**config.mk**
```make
export PLATFORM = sky130hd
export DESIGN_NAME = adat_i_deframe_pp_buf
export DESIGN_NICKNAME = d
export VERILOG_FILES = /design/src/rtl/adat_i_deframe_pp_buf_pkg.sv /design/src/rtl/adat_i_deframe_pp_buf_bank.sv /design/src/rtl/adat_i_deframe_pp_buf.sv
export SDC_FILE = /design/constraint.sdc
export NUM_CORES = 1
export LEC_CHECK = 0
export ABC_CLOCK_PERIOD_IN_PS = 3450
export BUFFER_PORTS_ARGS = -buffer_cell sky130_fd_sc_hd__buf_2
export CAP_MARGIN = 30
export CORE_MARGIN = 2
export CORE_UTILIZATION = 53
export DETAILED_ROUTE_END_ITERATION = 10
export GPL_TIMING_DRIVEN = 0
export PLACE_DENSITY = 0.78
export SYNTH_ARGS = -nofsm -noshare
export SYNTH_HDL_FRONTEND = slang
export SYNTH_SLANG_ARGS = --single-unit
export TNS_END_PERCENT = 1
```
**constraint.sdc**
```tcl
create_clock -name clk -period 3.45 [get_ports clk]
set_input_delay 0.345 -clock clk [delete_from_list [all_inputs] [get_ports clk]]
set_output_delay 0.345 -clock clk [all_outputs]
set_load 0.02 [all_outputs]
```
**src/rtl/adat_i_deframe_pp_buf_pkg.sv**
```systemverilog
// Shared ADAT frame geometry, read-word field positions and a constant clog2.
package adat_i_deframe_pp_buf_pkg;
   localparam int GRPS_PER_FRAME = 49;
   localparam int GRPS_PER_CHAN  = 6;
   localparam int CHANS          = 8;
   localparam int USER_GRP       = 0;

   localparam int ERR_BIT    = 31;
   localparam int USER_LSB   = 24;
   localparam int SAMPLE_MSB = 23;

   localparam logic [5:0] IDX_IDLE = 6'd63;

   function automatic int clog2(input int v);
      int r;
      r = 0;
      while ((1 << r) < v) r++;
      return r;
   endfunction
endpackage

```
**src/rtl/adat_i_deframe_pp_buf_bank.sv**
```systemverilog
// Per-stream ping-pong store: 2 banks x 8 words of {err, sample[23:0]}.
module adat_i_pp_bank (
   input  logic        clk,
   input  logic        reset,
   input  logic        wr_en,
   input  logic        wr_bank,
   input  logic [2:0]  wr_addr,
   input  logic [24:0] wr_data,
   input  logic        rd_en,
   input  logic        rd_bank,
   input  logic [2:0]  rd_addr,
   output logic [24:0] rd_data
);
   logic [24:0] mem [16];

   always_ff @(posedge clk)
      if (wr_en) mem[{wr_bank, wr_addr}] <= wr_data;

   // Storage is not reset; only the read register is.
   always_ff @(posedge clk)
      if (reset)      rd_data <= '0;
      else if (rd_en) rd_data <= mem[{rd_bank, rd_addr}];
endmodule

```
**src/rtl/adat_i_deframe_pp_buf.sv**
```systemverilog
// ADAT input deframer: marker check, sample assembly, ping-pong buffering and read port.
module adat_i_deframe_pp_buf
   import adat_i_deframe_pp_buf_pkg::*;
#(
   parameter int STREAMS     = 1,
   parameter int SAMPLE_BITS = 24,
   parameter int ERR_CNT_W   = 8,
   localparam int SW     = (clog2(STREAMS) > 1) ? clog2(STREAMS) : 1,
   localparam int ADDR_W = SW + 3
) (
   input  logic                   clk,
   input  logic                   reset,
   input  logic [STREAMS*5-1:0]   grp_data,
   input  logic                   grp_valid,
   input  logic                   frame_start,
   input  logic                   rd_en,
   input  logic [ADDR_W-1:0]      rd_addr,
   output logic [31:0]            rd_data,
   output logic                   rd_valid,
   output logic                   frame_ready,
   output logic [STREAMS*4-1:0]   user_bits,
   output logic [ERR_CNT_W-1:0]   short_frame_cnt,
   output logic [ERR_CNT_W-1:0]   marker_err_cnt
);
   localparam logic [5:0]  LAST_IDX = 6'(GRPS_PER_FRAME - 1);
   localparam logic [2:0]  LAST_POS = 3'(GRPS_PER_CHAN - 1);
   localparam logic [2:0]  LAST_CH  = 3'(CHANS - 1);
   localparam logic [23:0] SMASK    = ~(24'hFFFFFF >> SAMPLE_BITS);

   logic [5:0] grp_idx;
   logic [2:0] ch, pos;   // slot of the next data group
   logic       bank_sel;  // write bank; read bank is its complement
   logic       have_frame;

   logic is_user, is_data, wr_now, done, short_hit, user_bad;
   logic [STREAMS-1:0]         markers, err_vec;
   logic [STREAMS*4-1:0]       user_w;
   logic [STREAMS-1:0][24:0]   bank_q;

   assign is_user   = grp_valid & frame_start;
   assign is_data   = grp_valid & ~frame_start & (grp_idx < LAST_IDX);
   assign wr_now    = is_data & (pos == LAST_POS);
   assign done      = wr_now & (ch == LAST_CH);
   assign short_hit = is_user & (grp_idx < LAST_IDX);
   assign user_bad  = is_user & ~(&markers);

   always_ff @(posedge clk)
      if (reset) begin
         grp_idx <= IDX_IDLE;
         pos     <= '0;
         ch      <= '0;
      end else if (is_user) begin
         grp_idx <= 6'(USER_GRP);
         pos     <= '0;
         ch      <= '0;
      end else if (is_data) begin
         grp_idx <= grp_idx + 6'd1;
         pos     <= (pos == LAST_POS) ? 3'd0 : pos + 3'd1;
         if (pos == LAST_POS) ch <= ch + 3'd1;
      end

   for (genvar s = 0; s < STREAMS; s++) begin : g_stream
      logic [23:0] acc, full;
      logic [3:0]  nib;
      logic        err, err_now;
      logic [24:0] word;

      assign markers[s] = grp_data[5*s+4];
      assign nib        = grp_data[5*s+3 -: 4];
      assign full       = {acc[19:0], nib};
      assign err_now    = ((pos != 3'd0) & err) | ~markers[s];
      assign word       = err_now ? {1'b1, 24'd0} : {1'b0, full & SMASK};
      assign err_vec[s] = wr_now & err_now;

      always_ff @(posedge clk)
         if (reset) begin
            acc <= '0;
            err <= 1'b0;
            user_w[4*s +: 4] <= '0;
         end else begin
            if (is_data) begin
               acc <= full;
               err <= err_now;
            end
            if (is_user) user_w[4*s +: 4] <= markers[s] ? nib : 4'd0;
         end

      adat_i_pp_bank u_bank (
         .clk     (clk),
         .reset   (reset),
         .wr_en   (wr_now),
         .wr_bank (bank_sel),
         .wr_addr (ch),
         .wr_data (word),
         .rd_en   (rd_en),
         .rd_bank (~bank_sel),
         .rd_addr (rd_addr[2:0]),
         .rd_data (bank_q[s])
      );
   end

   // Error counter may take several increments in one cycle; clamp instead of wrapping.
   logic [4:0]           err_inc;
   logic [ERR_CNT_W+4:0] err_sum;
   assign err_inc = 5'($countones(err_vec)) + {4'd0, user_bad};
   assign err_sum = {5'd0, marker_err_cnt} + {{ERR_CNT_W{1'b0}}, err_inc};

   always_ff @(posedge clk)
      if (reset) begin
         bank_sel        <= 1'b0;
         have_frame      <= 1'b0;
         frame_ready     <= 1'b0;
         user_bits       <= '0;
         short_frame_cnt <= '0;
         marker_err_cnt  <= '0;
      end else begin
         frame_ready <= done;
         if (done) begin
            bank_sel   <= ~bank_sel;
            have_frame <= 1'b1;
            user_bits  <= user_w;
         end
         if (short_hit && !(&short_frame_cnt)) short_frame_cnt <= short_frame_cnt + 1'b1;
         if (err_sum[ERR_CNT_W+4:ERR_CNT_W] != '0) marker_err_cnt <= '1;
         else                                       marker_err_cnt <= err_sum[ERR_CNT_W-1:0];
      end

   // Read side: everything feeding rd_data is captured on rd_en so it holds while idle.
   logic [SW-1:0] rd_stream, rs_q;
   logic          oob, oob_q;
   logic [3:0]    usr_sel, usr_q;
   logic [24:0]   bq_sel;

   assign rd_stream = rd_addr[ADDR_W-1:3];
   assign oob       = (int'(rd_stream) >= STREAMS);

   always_comb begin
      usr_sel = '0;
      bq_sel  = '0;
      for (int s = 0; s < STREAMS; s++) begin
         if (int'(rd_stream) == s) usr_sel = user_bits[4*s +: 4];
         if (int'(rs_q) == s)      bq_sel  = bank_q[s];
      end
   end

   always_ff @(posedge clk)
      if (reset) begin
         rd_valid <= 1'b0;
         rs_q     <= '0;
         oob_q    <= 1'b0;
         usr_q    <= '0;
      end else begin
         rd_valid <= rd_en & have_frame;
         if (rd_en) begin
            rs_q  <= rd_stream;
            oob_q <= oob;
            usr_q <= usr_sel;
         end
      end

   always_comb begin
      rd_data = '0;
      if (!oob_q) begin
         rd_data[ERR_BIT]          = bq_sel[24];
         rd_data[USER_LSB +: 4]    = usr_q;
         rd_data[SAMPLE_MSB:0]     = bq_sel[23:0];
      end
   end
endmodule

```
==> metrics.md <==
| Metric | Value |
|---|---|
| Max Clk Rate | around 330 MHz |
| Placed Cells | 1849 |
| Peak VDD IR | between 0.4 and 0.5 mV |
| Final nets | roughly 1500 |
| Sum Neg Setup Slack | 0 ns |
| Utilization after layout | approximately three fifths |
| Syn Inst Count | roughly 1300 |
| Root Buffer | clkbuf_16 |
| Setup Viol. Count Final | 0 |
| First-pass GRT wire length | roughly 67000 µm |
| Clock latency on the worst-skew pair | 0.55 ns |
| Total die area | between 30000 and 40000 µm² |
| Number of synthesized register bits | 491 |
| Total Routing Usage GR | a little under a quarter |
| Maximum capacitance violations | 0 |
| P_leak | about 8 nW |
| Final Cycle Share | 88.7% |
| Power Dens Cells | 551 nW/µm² |
| Die Span Y | 194 µm |
| Req. time, crit path | between 3 and 4 ns |
| RSZ-0062 raised after global routing | false |
| # diodes | 0 |
| Longest Clk Path Bufs | 3 |
| Vias in the first global route | ~12000 |
| Worst flop-to-flop path startpoint | pos[0] |
| Initial drt markers | approximately 1200 |
| Worst Hold Class | input pin to flip-flop |
| Clock Sink Count | between 400 and 500 |
| Crit path max fanout | 7 |
| First drt pass iteration count | 7 |
| Initial antenna violation count | 0 |
| CTS tree | built |
| Relative slew slack | around 30% |
| Routed wire length | 45400 µm |
| Post-DRT Antenna Nets | 0 |
| I/O Buffers | just over 60 |
| CP Launch Type | flip-flop |
| Post-Syn Area | 19200 µm² |
| Hold Crit Start | rd_addr[3] |
| Gr ovfl total | 0 |
| Status | completed |
| Number of warning messages in the yosys log | 0 |
| Worst Hold Slack | roughly 0.082 ns |
| Layout area overhead | 14.6% |
| Post-synth EDFFs | 400 |
| Main synth FF type | edfxtp_1 |
| Synth async-reset ratio | 0% |
| Final hold violations | 0 |
| Worst endpoint data arrival time | around 3.5 ns |
| Initial cell density of the core | about 54% |
| WS Path Type | flip-flop to flip-flop |
| Ports | 68 |
| Netlist cell types | about 50 |
| Yosys top cell area share | ~63% |
| Htree depth | 2 |
| Die Span X | 194 µm |
| Largest net degree at the start of global routing | 26 |
| Finished Cell Area | approximately 22000 µm² |
| Avg Synthesized Cell Area | around 15 µm² |
| Synth area leaders | edfxtp_1 (63%), mux2i_1 (10%), dfxtp_1 (9.5%) |
| Seq/Total Area, Yosys | 72.0% |
| Layout cell share with drive strength beyond 1 | ~14% |
| Final Wtd Congestion | 0.886 |
| Final Max Slew Viols | 0 |
| Worst Setup End Kind | flip-flop |
| Area after DPL | roughly 20000 µm² |
| Min Clock Period, post-route | a little over 3 ns |
| Post-cts resize count | 0 |
| Hold_buf cts | 0 |
| CTS clk-pin slew, worst paths | ~0.060 ns |
| Via density | around 6.0 |
| FP Rows | 69 |
| Core ar. | 35700 µm² |
| Cts bufs inserted | 48 |
| Non-filler cells in the finished layout | approximately 1900 |
| Wire per inst | ~23 µm |
| Area leader, netlist | edfxtp_1 |
| Worst Setup SP | pos[0] |
| Post-CTS Setup Inserts | 0 |
| Post-DP HPWL | slightly below 30000 µm |
| Vias | about 12000 |
| Clock Skews | between 0.015 and 0.02 ns |
| Worst Tran Pin Value | between 1 and 1.5 ns |
| DRC violations left | 0 |
==> routing by layer <==
| metal | part of all wire [%] | routed length, µm | GRT usage [%] | vias to the layer above |
|---|---|---|---|---|
| li1 | - | - | - | 5217 |
| met1 | 40 | 18000 | 31.0 | 5724 |
| met2 | 48 | 21900 | 39.8 | 590 |
| met3 | 8.4 | 3810 | 3.78 | 106 |
| met4 | 3.7 | 1700 | 9.49 | 0 |
| met5 | 0 | 0 | 0 | - |
==> placed cells by master, fill, tap and decap left out, drive strengths merged, types with 4 or more instances in the layout <==
master,instances
dfxtp,91
buf,111
clkbuf,102
nor3,10
inv,9
bufinv,6
xnor2,5
nand2,115
or4,4
nor2b,37
nand3,91
and3,28
and4,4
a22oi,75
o31ai,5
ha,7
nor2,30
edfxtp,400
a21oi,79
mux2i,201
o21ai,11
clkinv,22
and2,5
==> final timing paths <==
check	to	slack, ns	cells past startpoint
worst min register to register	g_stream[0].u_bank.rd_data[8]	0.44	2
worst max register to register	marker_err_cnt[5]	0.39	8
worst max-delay path	marker_err_cnt[5]	0.39	8
worst min-delay path	rs_q	0.08	3
==> through the flow <==
step / worst slack (ns) / power, W
after floorplan: 0.191 / 0.00684
after global placement: -1.96 / 0.00699
after detailed placement: 0.497 / 0.00701
after CTS: 0.470 / 0.0121
after global routing: 0.302 / 0.0124
final: 0.391 / 0.0121
==> power by group <==
| part | total (W) | switching [W] | leakage, nW | internal (W) |
|---|---|---|---|---|
| Sequential | 0.00640 | 0.0000266 | 4.39 | 0.00637 |
| Clock | 0.00524 | 0.00217 | 0.776 | 0.00307 |
| Combinational | 0.000494 | 0.000334 | 2.85 | 0.000159 |
| Total | 0.0121 | 0.00253 | 8.01 | 0.00960 |
==> synth_stat cells, drive strengths merged, types with 2 or more instances <==
library cell,n
or4,4
nor2,30
o31ai,5
nand3b,2
o211ai,2
nand2,115
dfxtp,91
nor3,10
edfxtp,400
a22oi,75
nor2b,37
clkbuf,43
buf,35
and2,5
o21ai,11
nand2b,3
ha,7
inv,8
and3,28
and4,4
mux2i,201
xnor2,5
nand3,91
or3,3
a21oi,79
==> logic make-up (layout without fill, tap and decap cells) <==
group | Yosys count | in the layout | share of synthesized area [%]
flops | 491 | 491 | 72.0
simple gates | 339 | 339 | 8.82
mux | 201 | 201 | 10.5
compound gates | 178 | 178 | 5.82
buf+inv | 86 | 250 | 1.99
fa+ha+maj | 8 | 8 | 0.560
xor+xnor | 6 | 6 | 0.274
other cells | 1 | 3 | 0.0195
==> critical path: stages, from the launching register on <==
cell and delay [ns]:
dfxtp_1 0.35, o31ai_1 0.88, and2_1 0.30, nor2_1 0.11
fa_1 0.47, and4_1 0.22, and3_1 0.23, or2_2 0.30
a21oi_1 0.13
==> registers in the layout (all words and copies together) (netlist names) <==
name / count
bank_sel: 1
ch: 3
frame_ready: 1
g_stream.acc: 20
g_stream.err: 1
g_stream.u_bank.mem: 400
g_stream.u_bank.rd_data: 25
grp_idx: 6
have_frame: 1
marker_err_cnt: 8
pos: 3
rd_valid: 1
rs_q: 1
short_frame_cnt: 8
user_bits: 4
user_w: 4
usr_q: 4
==> area by class of cell <==
type / count / area, µm²
clock inverter: 29 / 292
sequential: 491 / 13800
multi-input combinational: 735 / 5100
inverter: 8 / 30.0
clock buffer: 59 / 1270
buffer: 78 / 353
timing repair buffer: 76 / 548
tap: 461 / 577
fill: 2503 / 13600
Note: power is estimated with default switching activity, not from simulation.
